===== config.mk =====
export PLATFORM = sky130hd
export DESIGN_NAME = prog_clk_divider_flat
export DESIGN_NICKNAME = d
export VERILOG_FILES = /design/src/rtl/prog_clk_divider_if.sv /design/src/rtl/prog_clk_divider.sv /design/src/flat_wrapper.sv
export SDC_FILE = /design/constraint.sdc
export NUM_CORES = 1
export LEC_CHECK = 0
export CORE_MARGIN = 1
export CORE_UTILIZATION = 40
export DETAILED_ROUTE_END_ITERATION = 12
export GPL_ROUTABILITY_DRIVEN = 0
export GPL_TIMING_DRIVEN = 1
export PLACE_DENSITY_LB_ADDON = 0.05
export SLEW_MARGIN = 20
export SYNTH_ARGS = -nofsm -noshare
export SYNTH_HDL_FRONTEND = slang
export SYNTH_SLANG_ARGS = --single-unit

===== constraint.sdc =====
create_clock -name clk -period 9.7 [get_ports clk]
set_input_delay 1.94 -clock clk [delete_from_list [all_inputs] [get_ports clk]]
set_output_delay 1.94 -clock clk [all_outputs]
set_load 0.05 [all_outputs]

===== src/rtl/prog_clk_divider_if.sv =====
// Control/status bundle of the programmable clock divider.
// The master side programs the divisor and enable; the slave side is the divider itself.
interface prog_clk_divider_if #(
    parameter int DIV_W = 8
);
    logic             en;
    logic             div_load;
    logic [DIV_W-1:0] div_val;
    logic             clk_out;
    logic             tick;
    logic             div_pend;
    logic             load_err;
    logic [DIV_W-1:0] div_act;

    modport master (
        output en, div_load, div_val,
        input  clk_out, tick, div_pend, load_err, div_act
    );

    modport slave (
        input  en, div_load, div_val,
        output clk_out, tick, div_pend, load_err, div_act
    );
endinterface


===== src/rtl/prog_clk_divider.sv =====
// Runtime-programmable integer divider producing a registered divided enable
// waveform and a one-cycle tick per period, all within the clk domain.
module prog_clk_divider #(
    parameter int DIV_W       = 8,
    parameter int DEFAULT_DIV = 2
) (
    input  logic              clk,
    input  logic              rst,
    prog_clk_divider_if.slave bus
);
    localparam logic [DIV_W-1:0] ONE     = DIV_W'(1);
    localparam logic [DIV_W:0]   ONE_X   = (DIV_W+1)'(1);
    localparam logic [DIV_W-1:0] DEF_DIV = DIV_W'(DEFAULT_DIV);

    logic [DIV_W-1:0] cnt;
    logic [DIV_W-1:0] div_act;
    logic [DIV_W-1:0] pend_val;
    logic             div_pend;
    logic             clk_out;
    logic             tick;
    logic             load_err;

    logic             wrap;
    logic             load_ok;
    logic [DIV_W-1:0] cnt_nxt;
    logic [DIV_W-1:0] div_nxt;
    logic [DIV_W:0]   high_len;
    logic             out_nxt;

    // NOTE: every always_comb output gets a default first so no path leaves it
    // unassigned, which would otherwise infer a latch.
    always_comb begin
        wrap     = 1'b0;
        load_ok  = 1'b0;
        cnt_nxt  = cnt;
        div_nxt  = div_act;
        high_len = '0;
        out_nxt  = 1'b0;

        wrap    = bus.en && (cnt == div_act - ONE);
        load_ok = bus.div_load && (bus.div_val != '0);
        cnt_nxt = wrap ? '0 : cnt + ONE;

        // A new divisor is only adopted at the period boundary; a load arriving
        // on the boundary itself beats any older pending value.
        if (wrap) begin
            if (load_ok)       div_nxt = bus.div_val;
            else if (div_pend) div_nxt = pend_val;
        end

        // One extra bit keeps ceil(N/2) exact for N = 2^DIV_W-1.
        high_len = ({1'b0, div_nxt} + ONE_X) >> 1;
        out_nxt  = ({1'b0, cnt_nxt} < high_len);
    end

    // NOTE: sequential state uses non-blocking assignments so every register
    // samples the pre-edge values, independent of statement order.
    always_ff @(posedge clk) begin
        if (rst) begin
            cnt      <= DEF_DIV - ONE;
            div_act  <= DEF_DIV;
            pend_val <= '0;
            div_pend <= 1'b0;
            clk_out  <= 1'b0;
            tick     <= 1'b0;
            load_err <= 1'b0;
        end else begin
            load_err <= bus.div_load && (bus.div_val == '0);

            if (bus.en) begin
                cnt     <= cnt_nxt;
                div_act <= div_nxt;
                clk_out <= out_nxt;
                tick    <= (cnt_nxt == '0);
            end else begin
                tick    <= 1'b0;
            end

            // Loads are captured even while frozen; last request before the boundary wins.
            if (wrap) begin
                div_pend <= 1'b0;
            end else if (load_ok) begin
                pend_val <= bus.div_val;
                div_pend <= 1'b1;
            end
        end
    end

    assign bus.clk_out  = clk_out;
    assign bus.tick     = tick;
    assign bus.div_pend = div_pend;
    assign bus.load_err = load_err;
    assign bus.div_act  = div_act;
endmodule


===== src/flat_wrapper.sv =====
// flat-port wrapper written by rule: the top's interface ports become plain ports
module prog_clk_divider_flat 
#(
    parameter int DIV_W       = 8,
    parameter int DEFAULT_DIV = 2
)
  (clk, rst, bus_en, bus_div_load, bus_div_val, bus_clk_out, bus_tick, bus_div_pend, bus_load_err, bus_div_act);
  prog_clk_divider_if #(.DIV_W(DIV_W)) bus_i ();
  input  logic clk;
  input  logic rst;
  input wire logic [$bits(bus_i.en)-1:0] bus_en;
  input wire logic [$bits(bus_i.div_load)-1:0] bus_div_load;
  input wire logic [$bits(bus_i.div_val)-1:0] bus_div_val;
  output wire logic [$bits(bus_i.clk_out)-1:0] bus_clk_out;
  output wire logic [$bits(bus_i.tick)-1:0] bus_tick;
  output wire logic [$bits(bus_i.div_pend)-1:0] bus_div_pend;
  output wire logic [$bits(bus_i.load_err)-1:0] bus_load_err;
  output wire logic [$bits(bus_i.div_act)-1:0] bus_div_act;
  assign bus_i.en = bus_en;
  assign bus_i.div_load = bus_div_load;
  assign bus_i.div_val = bus_div_val;
  assign bus_clk_out = bus_i.clk_out;
  assign bus_tick = bus_i.tick;
  assign bus_div_pend = bus_i.div_pend;
  assign bus_load_err = bus_i.load_err;
  assign bus_div_act = bus_i.div_act;
  prog_clk_divider #(.DIV_W(DIV_W), .DEFAULT_DIV(DEFAULT_DIV)) u_core (.clk(clk), .rst(rst), .bus(bus_i));
endmodule

* Yosys cells after proc, flatten, opt, wreduce, memory -nomap -nowiden
Cells that the tools add are included.
** Storage, ports and cells
- Flip-flop bits (word level) :: 28
- Input bits :: 12
- Output and inout bits :: 12
- Logic and storage cells :: 27
** Operators by class
- Multiplexer cells :: 4
- Eq/ne operators :: 1
- Bitwise operators :: 2
- Reduce and logical (&&, ||, !) cells :: 9
- $add $sub $neg :: 3
- $lt $le $gt $ge :: 1
** Operators by type and width (count)
- $mux 8 :: 4
- $logic_not 8->1 :: 2
- $add 8x1->9 const B :: 1
- $add 8x1->8 const B :: 1
- $eq 8x8->1 :: 1
- $lt 8x8->1 :: 1
- $reduce_bool 8->1 :: 1
- $sub 8x1->8 const B :: 1
- $reduce_or 2->1 :: 2
- $logic_and 1x1->1 :: 3
- $not 1->1 :: 2
- $reduce_and 2->1 :: 1

* Depth between registers and ports, before layout
- Word-level depth :: 6
- Depth in mapped cells :: 18
- Mapped depth without buffers :: 18

* Least setup slack after synthesis
OpenSTA, ideal clock, no wires.
- Kind :: input to register
- Start :: input port bus_div_val[0]
- End :: register u_core.clk_out, in the netlist u_core.bus.clk_out
- Path slack :: 4.705 ns
- Data arrival time :: 4.864 ns
- Stages on the path :: 13
- Data required time :: 9.569 ns
- Setup time :: 0.131 ns
- Path buffers :: 1
- Cells stage by stage :: or4_4 > o21ai_4 > clkbuf_1 > a32oi_1 > o21ai_0 > ha_1 > o21ai_0 > nor4_2 > or3b_1 > ha_1 > nand4_1 > a211oi_1 > o32ai_1
** On the way
- Word-level cells in the longest chain between the ends :: 6
** Ends and longest elaborated chain
- from (decl) :: RTL line flat_wrapper.sv:13 : input wire logic [$bits(bus_i.div_val)-1:0] bus_div_val;
- $reduce_bool 8->1 :: RTL line prog_clk_divider.sv:41 : load_ok = bus.div_load && (bus.div_val != '0);
- $logic_and 1x1->1 :: RTL line prog_clk_divider.sv:41
- $mux 8 :: RTL line prog_clk_divider.sv:47 : if (load_ok) div_nxt = bus.div_val;
- $mux 8 :: RTL line prog_clk_divider.sv:46 : if (wrap) begin
- net u_core.div_nxt[1] :: RTL line prog_clk_divider.sv:26 : logic [DIV_W-1:0] div_nxt;
- $add 8x1->9 :: RTL line prog_clk_divider.sv:52 : high_len = ({1'b0, div_nxt} + ONE_X) >> 1;
- $lt 8x8->1 :: RTL line prog_clk_divider.sv:53 : out_nxt = ({1'b0, cnt_nxt} < high_len);
- to (signal assigned) :: RTL line prog_clk_divider.sv:73 : clk_out <= out_nxt;
- to (decl) :: RTL line prog_clk_divider.sv:19 : logic clk_out;
The timed path passes the listed nets, and every way through them passes these cells.
A chain may end at the register's enable or synchronous reset.

* Final worst setup path
Same ends and word-level chain as after synthesis.

==> results.cfg <==
[synth]
syn_nets = 272
yosysMostFrequentCell = dfxtp_1
synthFlopType = dfxtp_1
yosysSeqAreaShare = 0.2832
ys_seq_elements = 28
syn-cell-area_um2 = 1979
yosysTopAreaCellShare = 0.2832
syn_inst = 250
synth_top_area_cell = dfxtp_1
synth_edf_count = 0
ys_top_cells_by_count = dfxtp_1 (28), nor2_1 (25), a21oi_1 (22)
yosys-top-cells-area = dfxtp_1 (28%), ha_1 (6.3%), a21oi_1 (5.6%), xor2_1 (5.3%), o21ai_0 (5.1%)
ys_async_sr_fraction = 0
synth_warnings = 0
avgSynthCellArea_um2 = 7.918
yosysUniqueCellTypes = 46

[setup_path]
crit_path_max_fanout = 19
cp-end-kind = flip-flop
slowest_stage = or4_4
max_stage_delay_ns = 0.58
reg2regPathDepth = 15
cp_num_buf_inv = 1
crit_family = simple AND/OR/NAND/NOR gates
crit_chain = clkdlybuf4s50_1, or4_4, o21ai_4, nand2b_2, nand4_1, nand2_1, o21ai_0, ha_1, o21ai_0, nor4_2, or3b_1, ha_1, nand4_1, a211oi_1, o32ai_1
crit_arrival_ns = 5.81
r2r_end = u_core.bus.clk_out$_SDFFE_PP0P_
cp-start-kind = input pin
cp.depth = 15
rrSetupSlack_ns = 5.43
critical_path_class = input pin to flip-flop
cp.required_ns = 9.87
worstReg2RegStart = u_core.bus.div_act[0]$_SDFFE_PP0P_

[power_and_ir_drop]
peakVddDrop_mv = 0.08312
cellPowerDensity_nw_per_um2 = 269.4
p_leak_nw = 0.8506
total_power_w = 0.0006198

[sta]
hold_viol = 0
slew_violations = 0
relSlewSlack = 0.3973
layout_min_cycle_time_ns = 5.645
tightest_slew_ns = 0.9011
max_freq_mhz = 177.1
fin_skew_ns = 0.004373
fin_crit_sh = 0.5820
setup_total_negative_slack_ns = 0
setup_viol = 0
rsz0062_at_grt = no

[global_route]
use_met2 = 0.3074
grt_pass1_wl_um = 8459
grtUsageMet3 = 0.02361
grt_max_degree = 29
gr-usage-all-layers = 0.2104
overflow = 0
grt.busiest_layer = met1
antenna_found_initial = 0
grt_pass1_vias = 1623
grtUsageMet1 = 0.3172

[floorplan]
std_cell_rows = 25
die-area_um2 = 5234
num_io_pins = 24
core_um2 = 4755
start_util = 0.4163
fp.dieH_um = 72.35
fp.dieW_um = 72.35

[min_path]
hp-class = flip-flop to flip-flop
hold_end = u_core.pend_val[5]$_SDFFE_PP0P_
worstHoldStart = u_core.pend_val[5]$_SDFFE_PP0P_
hold_depth = 2

[routing]
drc = 0
drt-total-wl_um = 5140
antenna_left = 0
avgViaCountPerCell = 5.759
dr.first_iter.drc_count = 139
drtPass1Iterations = 4
vias = 1912
wl_per_cell_um = 15.48

[place]
hpwl_um = 3798
port_buffers = 23

[cts]
cts.sinks = 28
post_cts_resized = 0
ctsHtreeMaxLevel = 1
clockBufferDepth = 2
cts_root_buf = clkbuf_8
hold_buffers = 0
clk-insertion-delay-late_ns = 0.29
cts_setup_buffers = 0
cts_tree = built
clkSlewWorstSetupHoldPaths_ns = 0.10
cts_made_buffers = 3

[final_layout]
syn2layout_area_growth_pct = 16.25
diodes = 0
n_fill_cell = 492
drive_gt1_frac = 0.06038
layout.nets = 288
final_util = 0.4839

[status]
status = finished clean

[run]
drv_cap = 0
placed cells by master (no fill, tap or decap), types with 2 or more instances in the layout:
master	instances
dfxtp_1	28
nor2_1	25
clkdlybuf4s50_1	23
a21oi_1	22
o21ai_0	20
nand2_1	19
xor2_1	12
and3_1	10
ha_1	10
xnor2_1	9
inv_1	9
nor3_1	6
a32oi_1	6
nor4_1	6
nand3b_1	6
nand2b_1	4
a41oi_1	4
clkbuf_8	4
nand4_1	3
a31oi_1	3
o211a_1	2
nor4_2	2
nand3_1	2
and2_1	2
o211ai_1	2
or4_4	2
o22ai_1	2
a32o_1	2
nor3b_1	2
layer usage:
layer | share of wire | up-vias
met3 | 0.037 | 5
li1 | - | 952
met4 | 0.014 | 0
met2 | 0.43 | 60
met5 | 0 | -
met1 | 0.52 | 895
registers in the layout, indices dropped and copies added, names as in the netlist:
signal	count
u_core.bus.clk_out	1
u_core.bus.div_pend	1
u_core.bus.tick	1
u_core.cnt	8
u_core.bus.div_act	8
u_core.bus.load_err	1
u_core.pend_val	8
cell families after synthesis:
group	share of synthesized area
AND/OR/NAND/NOR	0.2687
AO/OA/AOI/OAI	0.2421
flip-flops	0.2832
buffers and inverters	0.04488
XOR/XNOR	0.09292
adder cells (fa/ha/maj)	0.06321
multiplexers	0.005057
layout make-up:
type | instances | area, um2 | share of cell area
well taps | 67 | 83.83 | 0.03643
repair buffers | 24 | 237.7 | 0.1033
flip-flops and latches | 28 | 560.5 | 0.2436
inverters | 9 | 33.78 | 0.01468
multi-input cells | 200 | 1330 | 0.5780
clock buffers | 4 | 55.05 | 0.02393
worst reg2reg max path, cell delays in order, from the launching register on:
cell and delay, ns:
dfxtp_1 0.47, inv_1 0.09, ha_1 0.27, nand2b_1 0.18, o211a_1 0.16, o31ai_2 0.51, nand3_1 0.34, o21ai_0 0.34
ha_1 0.25, o21ai_0 0.15, nor4_2 0.25, or3b_1 0.39, ha_1 0.30, nand4_1 0.13, a211oi_1 0.22, o32ai_1 0.11
power by group:
group / total [W] / switching (W) / internal (W)
Combinational: 0.000376 / 0.000245 / 0.000131
Clock: 0.0000764 / 0.0000399 / 0.0000365
Sequential: 0.000168 / 0.0000310 / 0.000137
per-stage QoR:
stage	cell area, um2	setup slack [ns]	instances	hold WS [ns]
2_1_floorplan	1979	4.705	250	0.4540
3_5_place_dp	2246	3.786	328	0.4679
5_1_grt	2301	3.762	332	0.5036
4_1_cts	2301	4.096	332	0.4828
3_3_place_gp	2246	3.810	328	0.4659
6_report	2301	4.055	332	0.4859
worst max-delay path by stage:
stage                         from                              end  slack, ns
finish              bus_div_val[0]  u_core.bus.clk_out$_SDFFE_PP0P_       4.05
global route        bus_div_val[0]  u_core.bus.clk_out$_SDFFE_PP0P_       3.76
detailed placement          bus_en  u_core.bus.clk_out$_SDFFE_PP0P_       3.79
floorplan           bus_div_val[0]  u_core.bus.clk_out$_SDFFE_PP0P_       4.71
global placement    bus_div_val[1]  u_core.bus.clk_out$_SDFFE_PP0P_       3.81
CTS                         bus_en  u_core.bus.clk_out$_SDFFE_PP0P_       4.10
Power figures use the tool's default switching activity.
